==> src/rtl/tri_pkg.sv <==
// Shared types for the triangle scheduler: vertex record, FSM state encoding, default coordinate width.
package tri_pkg;

    localparam int COORD_W_DEF = 9;

    typedef struct packed {
        logic [COORD_W_DEF-1:0] x;
        logic [COORD_W_DEF-1:0] y;
        logic [COORD_W_DEF-1:0] z;
    } vertex_t;

    typedef enum logic [2:0] {
        ST_IDLE      = 3'd0,
        ST_FETCH_IDX = 3'd1,
        ST_FETCH_VTX = 3'd2,
        ST_PRESENT   = 3'd3,
        ST_DONE      = 3'd4
`ifdef BACKFACE_CULL_EN
        , ST_CULL    = 3'd5
`endif
    } sched_state_t;

endpackage

==> src/rtl/tri_area.sv <==
// Signed doubled triangle area A = (x2-x1)(y3-y1) - (x3-x1)(y2-y1); positive means front-facing.
module tri_area #(
    parameter int COORD_W = 9
) (
    input  logic [2:0][COORD_W-1:0]      v1_i,
    input  logic [2:0][COORD_W-1:0]      v2_i,
    input  logic [2:0][COORD_W-1:0]      v3_i,
    output logic signed [2*COORD_W+2:0]  area_o
);
    localparam int DW = COORD_W + 1;
    localparam int PW = 2 * COORD_W + 2;
    localparam int SW = 2 * COORD_W + 3;

    logic signed [DW-1:0] dx21, dy31, dx31, dy21;
    logic signed [PW-1:0] prod_a, prod_b;

    // Coordinates are unsigned; a zero MSB keeps them positive before subtraction.
    assign dx21 = $signed({1'b0, v2_i[2]}) - $signed({1'b0, v1_i[2]});
    assign dy31 = $signed({1'b0, v3_i[1]}) - $signed({1'b0, v1_i[1]});
    assign dx31 = $signed({1'b0, v3_i[2]}) - $signed({1'b0, v1_i[2]});
    assign dy21 = $signed({1'b0, v2_i[1]}) - $signed({1'b0, v1_i[1]});

    assign prod_a = PW'(dx21) * PW'(dy31);
    assign prod_b = PW'(dx31) * PW'(dy21);
    assign area_o = SW'(prod_a) - SW'(prod_b);

endmodule

==> src/rtl/tri_scheduler.sv <==
// Walks the index list each frame, fetches three vertices per triangle and presents them on valid/ready.
// Define BACKFACE_CULL_EN to add a CULL state that drops triangles with non-positive signed area.
module tri_scheduler
    import tri_pkg::*;
#(
    parameter int NUM_VERTICES = 8,
    parameter int NUM_TRIS     = 12,
    parameter int COORD_W      = COORD_W_DEF,
    parameter int RAM_LATENCY  = 2
) (
    input  logic                             clk_in,
    input  logic                             rst_in,
    input  logic                             new_frame_in,
    output logic [$clog2(3*NUM_TRIS)-1:0]    idx_addr_out,
    input  logic [$clog2(NUM_VERTICES)-1:0]  idx_data_in,
    output logic [$clog2(NUM_VERTICES)-1:0]  vtx_addr_out,
    input  logic [3*COORD_W-1:0]             vtx_data_in,
    output logic [2:0][COORD_W-1:0]          vert1_out,
    output logic [2:0][COORD_W-1:0]          vert2_out,
    output logic [2:0][COORD_W-1:0]          vert3_out,
    output logic                             tri_valid_out,
    input  logic                             tri_ready_in,
    output logic                             obj_done_out,
    output logic                             busy_out,
    output logic                             overrun_out
);
    localparam int IAW = $clog2(3 * NUM_TRIS);
    localparam int VAW = $clog2(NUM_VERTICES);
    localparam int TW  = (NUM_TRIS > 1) ? $clog2(NUM_TRIS) : 1;
    localparam int KW  = $clog2(RAM_LATENCY + 3);
    localparam logic [KW-1:0] K_LAST = KW'(RAM_LATENCY + 2);
    localparam logic [TW-1:0] T_LAST = TW'(NUM_TRIS - 1);
    localparam logic [31:0]   NV_U   = 32'(NUM_VERTICES);

    sched_state_t state_q, state_d;

    logic [TW-1:0]                  t_q, t_d;
    logic [KW-1:0]                  k_q, k_d;
    logic [IAW-1:0]                 idx_addr_q, idx_addr_d;
    logic [VAW-1:0]                 vtx_addr_q, vtx_addr_d;
    logic [2:0][VAW-1:0]            idx_q, idx_d;
    logic [2:0][2:0][COORD_W-1:0]   vert_q, vert_d;
    logic                           valid_q, valid_d;
    logic                           done_q, done_d;
    logic                           busy_q, busy_d;
    logic                           overrun_q, overrun_d;

    logic       phase_end, last_tri, frame_abort, idx_bad, cull_reject, tri_end;
    logic [2:0] idx_ok;

    assign phase_end   = (k_q == K_LAST);
    assign last_tri    = (t_q == T_LAST);
    assign frame_abort = new_frame_in && (state_q != ST_IDLE) && (state_q != ST_DONE);

    // The third index is checked straight off the RAM bus on the edge it is captured.
    genvar gi;
    generate
        for (gi = 0; gi < 3; gi++) begin : g_range
            logic [VAW-1:0] cand;
            assign cand       = (gi == 2) ? idx_data_in : idx_q[gi];
            assign idx_ok[gi] = (32'(cand) < NV_U);
        end
    endgenerate
    assign idx_bad = (state_q == ST_FETCH_IDX) && phase_end && !(&idx_ok);

`ifdef BACKFACE_CULL_EN
    logic signed [2*COORD_W+2:0] area;

    tri_area #(.COORD_W(COORD_W)) u_area (
        .v1_i   (vert_q[0]),
        .v2_i   (vert_q[1]),
        .v3_i   (vert_q[2]),
        .area_o (area)
    );
    assign cull_reject = (state_q == ST_CULL) && (area[2*COORD_W+2] || (area == '0));
`else
    assign cull_reject = 1'b0;
`endif

    // A triangle finishes by transfer, by a bad index, or by being culled.
    assign tri_end = idx_bad || cull_reject || ((state_q == ST_PRESENT) && tri_ready_in);

    always_ff @(posedge clk_in or negedge rst_in) begin
        if (!rst_in) begin
            state_q <= ST_IDLE;
        end else begin
            state_q <= state_d;
        end
    end

    always_comb begin
        state_d = state_q;
        case (state_q)
            ST_IDLE:      if (new_frame_in) state_d = ST_FETCH_IDX;
            ST_FETCH_IDX: if (phase_end) state_d = ST_FETCH_VTX;
`ifdef BACKFACE_CULL_EN
            ST_FETCH_VTX: if (phase_end) state_d = ST_CULL;
            ST_CULL:      state_d = ST_PRESENT;
`else
            ST_FETCH_VTX: if (phase_end) state_d = ST_PRESENT;
`endif
            ST_PRESENT:   state_d = ST_PRESENT;
            ST_DONE:      state_d = new_frame_in ? ST_FETCH_IDX : ST_IDLE;
            default:      state_d = ST_IDLE;
        endcase
        if (tri_end) state_d = last_tri ? ST_DONE : ST_FETCH_IDX;
        if (frame_abort) state_d = ST_FETCH_IDX;
    end

    always_comb begin
        t_d        = t_q;
        k_d        = k_q;
        idx_addr_d = idx_addr_q;
        vtx_addr_d = vtx_addr_q;
        idx_d      = idx_q;
        vert_d     = vert_q;
        valid_d    = (state_d == ST_PRESENT);
        done_d     = (state_d == ST_DONE);
        busy_d     = (state_d != ST_IDLE);
        overrun_d  = overrun_q | frame_abort;

        if (new_frame_in) begin
            t_d        = '0;
            k_d        = '0;
            idx_addr_d = '0;
        end else if (tri_end && !last_tri) begin
            // Next triangle's first index sits right after the previous one's last.
            t_d        = t_q + TW'(1);
            k_d        = '0;
            idx_addr_d = idx_addr_q + IAW'(1);
        end else begin
            case (state_q)
                ST_FETCH_IDX: begin
                    for (int j = 0; j < 3; j++) begin
                        if (k_q == KW'(j + RAM_LATENCY)) idx_d[j] = idx_data_in;
                    end
                    if (phase_end) begin
                        k_d        = '0;
                        vtx_addr_d = idx_q[0];
                    end else begin
                        k_d = k_q + KW'(1);
                        if (k_q < KW'(2)) idx_addr_d = idx_addr_q + IAW'(1);
                    end
                end
                ST_FETCH_VTX: begin
                    for (int j = 0; j < 3; j++) begin
                        if (k_q == KW'(j + RAM_LATENCY)) vert_d[j] = vtx_data_in;
                    end
                    if (phase_end) begin
                        k_d = '0;
                    end else begin
                        k_d = k_q + KW'(1);
                        if (k_q == KW'(0)) vtx_addr_d = idx_q[1];
                        if (k_q == KW'(1)) vtx_addr_d = idx_q[2];
                    end
                end
                default: ;
            endcase
        end
    end

    always_ff @(posedge clk_in or negedge rst_in) begin
        if (!rst_in) begin
            t_q        <= '0;
            k_q        <= '0;
            idx_addr_q <= '0;
            vtx_addr_q <= '0;
            idx_q      <= '0;
            vert_q     <= '0;
            valid_q    <= 1'b0;
            done_q     <= 1'b0;
            busy_q     <= 1'b0;
            overrun_q  <= 1'b0;
        end else begin
            t_q        <= t_d;
            k_q        <= k_d;
            idx_addr_q <= idx_addr_d;
            vtx_addr_q <= vtx_addr_d;
            idx_q      <= idx_d;
            vert_q     <= vert_d;
            valid_q    <= valid_d;
            done_q     <= done_d;
            busy_q     <= busy_d;
            overrun_q  <= overrun_d;
        end
    end

    assign idx_addr_out  = idx_addr_q;
    assign vtx_addr_out  = vtx_addr_q;
    assign vert1_out     = vert_q[0];
    assign vert2_out     = vert_q[1];
    assign vert3_out     = vert_q[2];
    assign tri_valid_out = valid_q;
    assign obj_done_out  = done_q;
    assign busy_out      = busy_q;
    assign overrun_out   = overrun_q;

endmodule
==> config.mk <==
export PLATFORM = sky130hd
export DESIGN_NAME = tri_scheduler
export DESIGN_NICKNAME = d
export VERILOG_FILES = /design/src/rtl/tri_pkg.sv /design/src/rtl/tri_area.sv /design/src/rtl/tri_scheduler.sv
export SDC_FILE = /design/constraint.sdc
export NUM_CORES = 1
export LEC_CHECK = 0
export BUFFER_PORTS_ARGS = -buffer_cell sky130_fd_sc_hd__buf_2
export CORE_ASPECT_RATIO = 0.6
export CORE_MARGIN = 2
export CORE_UTILIZATION = 25
export CTS_CLUSTER_SIZE = 8
export DETAILED_ROUTE_END_ITERATION = 12
export PLACE_DENSITY_LB_ADDON = 0.3
export SETUP_SLACK_MARGIN = 0.15
export SKIP_CTS_REPAIR_TIMING = 1
export SLEW_MARGIN = 0
export SYNTH_ARGS = -nofsm -noshare
export SYNTH_HDL_FRONTEND = slang
export SYNTH_HIERARCHICAL = 1
export SYNTH_SLANG_ARGS = --single-unit
==> constraint.sdc <==
create_clock -name clk_in -period 2.5 [get_ports clk_in]
set_input_delay 0.25 -clock clk_in [delete_from_list [all_inputs] [get_ports clk_in]]
set_output_delay 0.25 -clock clk_in [all_outputs]
set_load 0.05 [all_outputs]
Yosys cells after proc, flatten, opt, wreduce, memory -nomap -nowiden
Index checks and enable logic that the tools add are counted.
Word-level totals
  word-level logic and storage cells: 91
  register bits: 113
  output and inout port bits: 94
  input port bits: 34
Cells by class
  muxes and demuxes: 24
  add/subtract/negate cells: 3
  bitwise logic cells: 3
  equal/unequal tests: 16
  reduce and logical (&&, ||, !) cells: 23
  $lt $le $gt $ge: 1
Operator list (count)
  3-bit 2-to-1 mux: 14
  6-bit 2-to-1 mux: 5
  4-bit AND reduction: 6
  3-bit by 2-bit equality test with 1-bit output, second input constant: 5
  3-bit one-hot mux with 5 select lines: 1
  3-bit nonzero test: 5
  3-bit equality test, second input constant: 3
  4-bit 2-to-1 mux: 2
  6-bit by 1-bit adder with 6-bit output, second input constant: 1
  3-bit by 1-bit equality test with 1-bit output, second input constant: 2
  3-bit zero test: 2
  3-bit != test, second input constant: 2
  3-bit one-hot mux with 2 select lines: 1
  6-bit AND reduction: 1
  4-bit by 1-bit adder with 4-bit output, second input constant: 1
  4-bit equality test, second input constant: 1
  1-bit logical AND: 4
  2-bit != test, second input constant: 2
  2-bit nonzero test: 2
  3-bit by 1-bit adder with 3-bit output, second input constant: 1
  3-bit by 2-bit < comparator with 1-bit output, second input constant: 1
  3-bit by 2-bit != test with 1-bit output, second input constant: 1
  3-bit AND reduction: 1
  1-bit NOT: 2
  4 further kinds: 4

Depth between registers and ports, before layout
Gate-level depths: netlist of run 1.
  word-level depth: 6
  gate-level depth with buffers: 6
  mapped depth without buffers: 6

Worst setup path before layout of run 1
OpenSTA, ideal clock, no wires.
  path kind: reg2reg
  start: reg k_q[0]
  end: reg busy_q (netlist: busy_out)
  stages on the path, launching flop included: 7
  arrival time: 1.580 ns
  path buffers: 0
  data required time: 2.360 ns
  setup time: 0.140 ns
  setup slack: 0.779 ns
  clock period less this slack: 1.721 ns
  cell sequence: dfrtp_1 inv_1 ha_1 nand2_1 mux2_2 a311oi_2 o211ai_1
On the way
  word-level cells in the longest chain between the ends: 6
  elaborated cells between the ends (all ways): 7
  those cells by class: eq/ne (1); mux (5); reduce/logical (1)
Ends and longest elaborated chain
  from (decl): RTL line tri_scheduler.sv:38  | logic [KW-1:0] k_q, k_d;
  from (signal assigned): RTL line tri_scheduler.sv:176  | k_q <= k_d;
  3-bit equality test *: RTL line tri_scheduler.sv:51  | assign phase_end = (k_q == K_LAST);
  3-bit 2-to-1 mux (on tied branches): RTL line tri_scheduler.sv:100, tri_scheduler.sv:95
  3-bit one-hot mux with 5 select lines *: RTL line tri_scheduler.sv:93  | case (state_q)
  3-bit 2-to-1 mux *: RTL line tri_scheduler.sv:106  | if (tri_end) state_d = last_tri ? ST_DONE : ST_FETCH_IDX;
  3-bit 2-to-1 mux *: RTL line tri_scheduler.sv:107  | if (frame_abort) state_d = ST_FETCH_IDX;
  3-bit nonzero test *: RTL line tri_scheduler.sv:119  | busy_d = (state_d != ST_IDLE);
  via busy_d: RTL line tri_scheduler.sv:45  | logic busy_q, busy_d;
  to (signal assigned): RTL line tri_scheduler.sv:183  | busy_q <= busy_d;
  to (decl): RTL line tri_scheduler.sv:45
The timed path passes the listed nets; every way through them passes the cells marked *.
A chain may end at the register's enable or synchronous reset.

Final worst setup path of run 1
  start: reg k_q[0]
  end: reg vtx_addr_q[2] (netlist: vtx_addr_out[2])
On the way
  word-level cells in the longest chain between the ends: 4
  elaborated cells between the ends (all ways): 10
  those cells by class: eq/ne (5); mux (3); reduce/logical (2)
Ends and longest elaborated chain
  3-bit by 1-bit equality test with 1-bit output: RTL line tri_scheduler.sv:154  | if (k_q == KW'(1)) vtx_addr_d = idx_q[2];
  3-bit 2-to-1 mux: RTL line tri_scheduler.sv:154
  3-bit 2-to-1 mux: RTL line tri_scheduler.sv:149  | if (phase_end) begin
  3-bit one-hot mux with 2 select lines: RTL line tri_scheduler.sv:132  | case (state_q)
  to (signal assigned): RTL line tri_scheduler.sv:178  | vtx_addr_q <= vtx_addr_d;
  to (decl): RTL line tri_scheduler.sv:40  | logic [VAW-1:0] vtx_addr_q, vtx_addr_d;
Parallel ways exist; a longest one is shown, timed or not. The select of a mux whose other input is x is not followed.

==> results_dict.tcl, run 1 <==
set metrics [dict create \
    drt_wl_total_um 10500 \
    hold-worst-slack_ns 0.101 \
    power_density_nw_per_um2 853 \
    postRouteAntennaNets 0 \
    seq_area_frac_synth 0.601 \
    globalplace.congestion 0.756 \
    die_x_um 181 \
    rows 38 \
    track_usage 0.111 \
    setup_tns_ns 0 \
    tightestPinTransition_ns 0.757 \
    fillCellCount 1822 \
    drt_iter0_markers 154 \
    period_share 0.789 \
    clock_latency_ns 0.41 \
    vdd_drop_max_mv 0.357 \
    drc 0 \
    critical_path_required_ns 2.78 \
    drive_gt1_frac 0.565 \
    synthArstFlopShare 1.00 \
    die_h_um 110 \
    avgViaCountPerCell 4.23 \
    grt_pass1_vias 3200 \
    wl_per_cell_um 14.8 \
    layout_common_cells "buf_2 (126), dfrtp_1 (113), mux2_2 (96), clkbuf_16 (17)" \
    area_delta_synth_final_pct 30.3 \
    antenna_found_initial 0 \
    cp.arrival_ns 2.25 \
    synthFlopType "dfrtp_1" \
    core_area_um2 18300 \
    fin_cells 711 \
    power_mw 5.23 \
    start_util 0.258 \
    fmax_ghz 0.507 \
    min_period_ns 1.97 \
    cts_max_level 4 \
    startpoint_type "register" \
    syn_inst 320 \
    io_pins 128 \
    syn-num-nets 361 \
    grt_overflow 0 \
    dp.final_hpwl_um 7470 \
    numCtsBuffers 17 \
    maxCapViolations 0 \
    finalHoldViolCount 0 \
    syn_area_um2 4710 \
    synth_edf_count 0 \
    worst_slack_ns 0.527 \
    ys_seq_elements 113 \
    status "complete, no violations" \
    dr.pass1.iters 4 \
    crit_fanout 5 \
    finClkSkew_ns 0.0147 \
    yosys.cell_types.count 40 \
    layout_commonest_cell "buf_2" \
    grt_use_met3 0.0401 \
    use_met2 0.164 \
    rsz0062_at_grt "false" \
    relSlewSlack 0.494 \
    portBuffers 127 \
    path_clk_slew_ns 0.05 \
    worstSetupEndpointType "register" \
    cts_tree "built" \
    cts_sinks 113 \
    die-area_um2 20000 \
    slew_viol_final 0 \
    num_antenna_cells 0 \
    leakagePower_nw 3.33 \
    dp_worst_setup_slack_ns 0.536 \
    busiest_layer "met2" \
    via_count 3007 \
    grt_pass1_wl_um 16800 \
    cts_buffer_depth 2 \
    placed_cells 679 \
    cts_root_buffer "clkbuf_16" \
    synth.avg_cell_area_um2 14.7 \
    crit_type "register to register" \
    yosys_warnings 6 \
    hold_path.class "primary input to register" \
    setup_viol 0 \
    use_met1 0.146 \
    grt_max_degree 63 \
    nets 500 \
]
[path summary, 6_finish.rpt]
kind	from	to	slack, ns	cells after the start
worst max-delay path	k_q[0]	vtx_addr_out[2]	0.53	6
worst min-delay path	vtx_data_in[8]	vert1_out[8]	0.10	2
worst max register to register	k_q[0]	vtx_addr_out[2]	0.53	6
worst min register to register	overrun_out	overrun_out	0.46	1
max in group asynchronous	rst_in	vert2_out[9]	1.45	3
min in group asynchronous	rst_in	vert3_out[8]	0.35	2
[synth_stat cells (all sizes together), types with 2 or more instances]
master | n | area, um^2
inv | 8 | 30.0
nand3 | 5 | 37.5
nor2b | 3 | 18.8
nand2 | 11 | 46.3
xnor2 | 2 | 17.5
xor2 | 2 | 17.5
a21oi | 11 | 55.1
and2 | 2 | 12.5
ha | 7 | 87.6
nand2b | 2 | 20.0
buf | 10 | 93.8
dfrtp | 113 | 2830
mux2i | 6 | 60.1
or3 | 2 | 17.5
nor3 | 7 | 46.3
mux2 | 96 | 1080
o21ai | 4 | 20.0
nor2 | 11 | 41.3
and3 | 2 | 12.5
and3b | 2 | 17.5
[flip-flops by register name, indices dropped and copies added (netlist names), 4 cells and up]
register	flops
vert2_out	27
idx_addr_out	6
vert3_out	27
t_q	4
g_range.cand	6
vert1_out	27
[layer usage]
metal  part of all wire  vias up
li1                   -     1416
met1               0.49     1503
met2               0.44       82
met3              0.055        6
met4             0.0099        0
met5                  0        -
[cell families after synthesis]
family                   count (synthesis)  synth area share
buffers and inverters                   20            0.0311
adder cells (fa/ha/maj)                  7            0.0186
AND/OR/NAND/NOR                         54            0.0694
flip-flops                             113             0.601
multiplexers                           102             0.242
XOR/XNOR                                 4           0.00745
AO/OA/AOI/OAI                           20            0.0300
[critical path, stage by stage (launching register included)]
cell     delay (ns)
dfrtp_1        0.41
inv_1          0.09
ha_1           0.27
nand2_1        0.15
nor2_1         0.09
o21ai_0        0.44
mux2_2         0.39
[through the flow]
step	utilization	area, um^2
2_1_floorplan	-	4710
3_3_place_gp	0.305	5570
3_5_place_dp	0.305	5570
4_1_cts	0.335	6120
5_1_grt	0.336	6130
6_report	0.336	6130
[power by group]
group	internal [mW]	leakage, nW	total (mW)	switching, mW
Clock	1.44	0.272	2.26	0.813
Sequential	1.98	1.54	2.09	0.114
Combinational	0.348	1.51	0.882	0.534
[cell type report]
| cell class | count | area, um^2 | area share |
|---|---|---|---|
| clock buffers | 19 | 433 | 0.0706 |
| clock inverters | 12 | 119 | 0.0194 |
| inverters | 8 | 30.0 | 0.00490 |
| multi-input cells | 187 | 1730 | 0.282 |
| flip-flops and latches | 113 | 2830 | 0.461 |
| well taps | 240 | 300 | 0.0490 |
| repair buffers | 132 | 691 | 0.113 |
(Power assumes the default switching activity.)
==> inputs of run 2 (changes only) <==
clock period = 1.9 ns   (was 2.5 ns; I/O delays follow)
==> results_dict.tcl, run 2 (synthesized netlist as in run 1, its figures left out) <==
set metrics [dict create \
    start_util 0.258 \
    core_area_um2 18300 \
    die_h_um 110 \
    portBuffers 127 \
    die_x_um 181 \
    nets 516 \
    reg2reg_from "k_q[1]" \
    io_pins 128 \
    area_delta_synth_final_pct 34.6 \
    rsz0062_at_grt "true" \
    grt_max_degree 69 \
    wl_per_cell_um 15.7 \
    drc 0 \
    cts_sinks 113 \
    dr.pass1.iters 4 \
    avgViaCountPerCell 4.24 \
    status "complete, no violations" \
    utilization 0.347 \
    path_clk_slew_ns 0.05 \
    die-area_um2 20000 \
    postRouteAntennaNets 0 \
    finClkSkew_ns 0.0108 \
    fillCellCount 1817 \
    crit_type "register to register" \
    finalHoldViolCount 0 \
    cts_tree "built" \
    cts_root_buffer "clkbuf_16" \
    crit_fanout 18 \
    crit_top_cell "ha_1" \
    maxCapViolations 0 \
    fmax_ghz 0.572 \
    clock_latency_ns 0.40 \
    crit_slowest_cell "dfrtp_1" \
    cp_top_family "adder cells" \
    dp.final_hpwl_um 7720 \
    cts_buffer_depth 2 \
    grt_pass1_wl_um 17000 \
    slew_viol_final 0 \
    relSlewSlack 0.737 \
    path_buf_inv 2 \
    globalplace.congestion 0.749 \
    via_count 3074 \
    cts_max_level 4 \
    final_cell_area_um2 6330 \
    leakagePower_nw 3.44 \
    critical_path_required_ns 2.18 \
    num_antenna_cells 0 \
    period_share 0.920 \
    power_density_nw_per_um2 1110 \
    power_mw 7.00 \
    register_area_um2 2830 \
    rows 38 \
    drt_wl_total_um 11400 \
    numCtsBuffers 17 \
    layout_commonest_cell "buf_2" \
    startpoint_type "register" \
    startpoint "k_q[1]" \
    grt_overflow 0 \
    min_period_ns 1.75 \
    hp-start "vtx_data_in[16]" \
    critPathMaxStageDelay_ns 0.37 \
    placed_cell_area_um2 5690 \
    worstSetupEndpointType "register" \
    hold-worst-slack_ns 0.0416 \
    drt_iter0_markers 128 \
    drive_gt1_frac 0.590 \
    cp_cell_sequence "buf_4, ha_1, ha_1, nand2_2, buf_12, mux2_2" \
    layout_common_cells "buf_2 (126), dfrtp_1 (110), mux2_2 (96), clkbuf_16 (19), buf_4 (14)" \
    grt_pass1_vias 3211 \
    cp.arrival_ns 2.03 \
    antenna_found_initial 0 \
    track_usage 0.113 \
    hold_path.class "primary input to register" \
    tightestPinTransition_ns 0.394 \
    setup_tns_ns 0 \
    multiInputGateArea_um2 1740 \
    vdd_drop_max_mv 0.507 \
    setup_viol 0 \
]
## run 2: cell types whose count changed in the layout (fill, tap and decap cells not counted), moves of 2 or more
cell / previous run / this run
buf_4: 4 / 14
dfrtp_1: 113 / 110
buf_12: 1 / 4
clkbuf_16: 17 / 19
clkinvlp_4: 2 / 0
dfrtp_2: 0 / 3
## run 2: per-stage QoR
| step | std cells | worst slack, ns |
|---|---|---|
| 2_1_floorplan | 320 | 0.179 |
| 3_3_place_gp | 690 | 0.158 |
| 3_5_place_dp | 690 | 0.123 |
| 4_1_cts | 719 | 0.115 |
| 5_1_grt | 725 | 0.102 |
| 6_report | 725 | 0.153 |
## run 2: power breakdown
part	switching [mW]	internal, mW
Clock	1.03	1.92
Sequential	0.144	2.61
Combinational	0.748	0.545
## run 2: area by class of cell
| cell class | instances | share of cell area |
|---|---|---|
| tap | 240 | 0.0474 |
| multi-input combinational | 187 | 0.275 |
| sequential | 113 | 0.447 |
| clock buffer | 21 | 0.0711 |
| timing repair buffer | 148 | 0.140 |
| inverter | 8 | 0.00474 |
| clock inverter | 8 | 0.0142 |
## run 2: worst register-to-register path: cells and delay by family, from the launching register on
family | cells | cell delay [ns]
adder cells (fa/ha/maj) | 2 | 0.40
buffers and inverters | 2 | 0.35
flip-flops | 1 | 0.37
multiplexers | 1 | 0.37
AND/OR/NAND/NOR | 1 | 0.15
## run 2: path summary, 6_finish.rpt
kind / slack, ns / end / cells past startpoint
min reg2reg: 0.47 / overrun_out / 1
min: 0.04 / vert1_out[16] / 2
min in group asynchronous: 0.21 / vert1_out[5] / 2
max: 0.15 / vert2_out[17] / 6
max reg2reg: 0.15 / vert2_out[17] / 6
max in group asynchronous: 1.04 / vert2_out[15] / 3
## run 2: routing by layer
| metal | share of wire | vias to the layer above | track usage | routed length (um) |
|---|---|---|---|---|
| li1 | - | 1443 | - | - |
| met1 | 0.50 | 1539 | 0.151 | 5720 |
| met2 | 0.44 | 82 | 0.164 | 4970 |
| met3 | 0.050 | 10 | 0.0407 | 575 |
| met4 | 0.011 | 0 | 0.0499 | 121 |
| met5 | 0 | - | 0 | 0 |
==> inputs of run 3 (changes only) <==
CORE_MARGIN = 4   (was 2)
==> results_dict.tcl, run 3 (synthesized netlist as in run 1, its figures left out) <==
set metrics [dict create \
    grt_pass1_vias 3253 \
    power_density_nw_per_um2 1150 \
    layout_common_cells "buf_2 (126), dfrtp_1 (108), mux2_2 (95), clkbuf_16 (17), buf_4 (12)" \
    cts_root_buffer "clkbuf_16" \
    worstSetupEndpointType "register" \
    cts_buffer_depth 2 \
    maxCapViolations 0 \
    critical_path_required_ns 2.18 \
    drc 0 \
    start_util 0.258 \
    status "complete, no violations" \
    core_area_um2 18300 \
    utilization 0.349 \
    min_period_ns 1.71 \
    relSlewSlack 0.659 \
    drive_gt1_frac 0.596 \
    leakagePower_nw 3.44 \
    vdd_drop_max_mv 0.504 \
    seq_power_share 0.377 \
    power_switching_mw 1.98 \
    io_pins 128 \
    nets 512 \
    finalHoldViolCount 0 \
    grt_overflow 0 \
    startpoint_type "register" \
    crit_type "register to register" \
    portBuffers 127 \
    reg2reg_from "k_q[1]" \
    cts_tree "built" \
    period_share 0.898 \
    slew_viol_final 0 \
    startpoint "k_q[1]" \
    hp-start "vtx_data_in[3]" \
    grt_max_degree 63 \
    cts_sinks 113 \
    cts_max_level 4 \
    die-area_um2 21200 \
    crit_fanout 25 \
    hold-worst-slack_ns 0.0426 \
    path_clk_slew_ns 0.06 \
    dr.pass1.iters 5 \
    p_comb_frac 0.175 \
    die_x_um 185 \
    drt_wl_total_um 11200 \
    drt_iter0_markers 150 \
    wl_per_cell_um 15.5 \
    area_delta_synth_final_pct 35.3 \
    register_area_um2 2830 \
    setup_viol 0 \
    tightestPinTransition_ns 0.512 \
    rows 38 \
    p_clk_frac 0.448 \
    fin_cells 723 \
    globalplace.congestion 0.768 \
    fmax_ghz 0.586 \
    rsz0062_at_grt "true" \
    power_mw 7.32 \
    numCtsBuffers 17 \
    setup_tns_ns 0 \
    die_h_um 114 \
    clock_latency_ns 0.41 \
    num_antenna_cells 0 \
    fillCellCount 1822 \
    layout_commonest_cell "buf_2" \
    multiInputGateArea_um2 1760 \
    sw_frac_of_total 0.271 \
    finClkSkew_ns 0.0155 \
    power.internal_mw 5.34 \
    avgViaCountPerCell 4.27 \
    via_count 3088 \
    cp.arrival_ns 1.99 \
    postRouteAntennaNets 0 \
    antenna_found_initial 0 \
    hold_path.class "primary input to register" \
    dp.final_hpwl_um 7960 \
    track_usage 0.107 \
    placed_cells 687 \
    grt_pass1_wl_um 17700 \
]
## run 3: changes by cell type in the layout (fill, tap and decap cells not counted), moves of 2 or more
| cell | before | now |
|---|---|---|
| buf_4 | 14 | 12 |
| bufinv_16 | 2 | 4 |
| clkbuf_16 | 19 | 17 |
| clkinv_4 | 0 | 2 |
| dfrtp_1 | 110 | 108 |
| dfrtp_2 | 3 | 5 |
## run 3: final timing paths
kind	cells after the start	slack [ns]	to
worst max register to register	5	0.19	vert2_out[0]
max in group asynchronous	3	0.95	vert2_out[14]
min in group asynchronous	2	0.20	vert2_out[20]
worst min register to register	1	0.46	overrun_out
worst max-delay path	5	0.19	vert2_out[0]
worst min-delay path	2	0.04	vert3_out[3]
## run 3: layer usage
metal,track usage,vias to the layer above,part of all wire
met2,0.151,83,0.45
li1,-,1438,-
met1,0.154,1557,0.49
met5,0,-,0
met3,0.0365,10,0.052
met4,0.0362,0,0.011
## run 3: critical path: stages (launching register included)
cell and delay (ns):
dfrtp_2 0.44, ha_1 0.21, ha_1 0.21, nand2_2 0.14, buf_12 0.22, mux2_2 0.37
## run 3: per-stage QoR
step                area, um^2  setup WS, ns
global route              6370         0.110
detailed placement        5670        0.0707
floorplan                 4710         0.179
CTS                       6280        0.0751
finish                    6370         0.194
global placement          5670         0.139
## run 3: cell type report
type / count / share of cell area
clock buffers: 20 / 0.0702
clock inverters: 11 / 0.0256
inverters: 8 / 0.00472
multi-input cells: 187 / 0.277
flip-flops and latches: 113 / 0.445
well taps: 240 / 0.0472
repair buffers: 144 / 0.131
## run 3: power groups by stage
| stage | combinational, mW | sequential, mW | clock (mW) |
|---|---|---|---|
| 2_1_floorplan | 0.654 | 2.98 | 0 |
| 3_3_place_gp | 1.21 | 2.78 | 0 |
| 3_5_place_dp | 1.24 | 2.80 | 0 |
| 4_1_cts | 1.24 | 2.76 | 3.38 |
| 5_1_grt | 1.40 | 2.80 | 3.49 |
| 6_report | 1.28 | 2.76 | 3.28 |
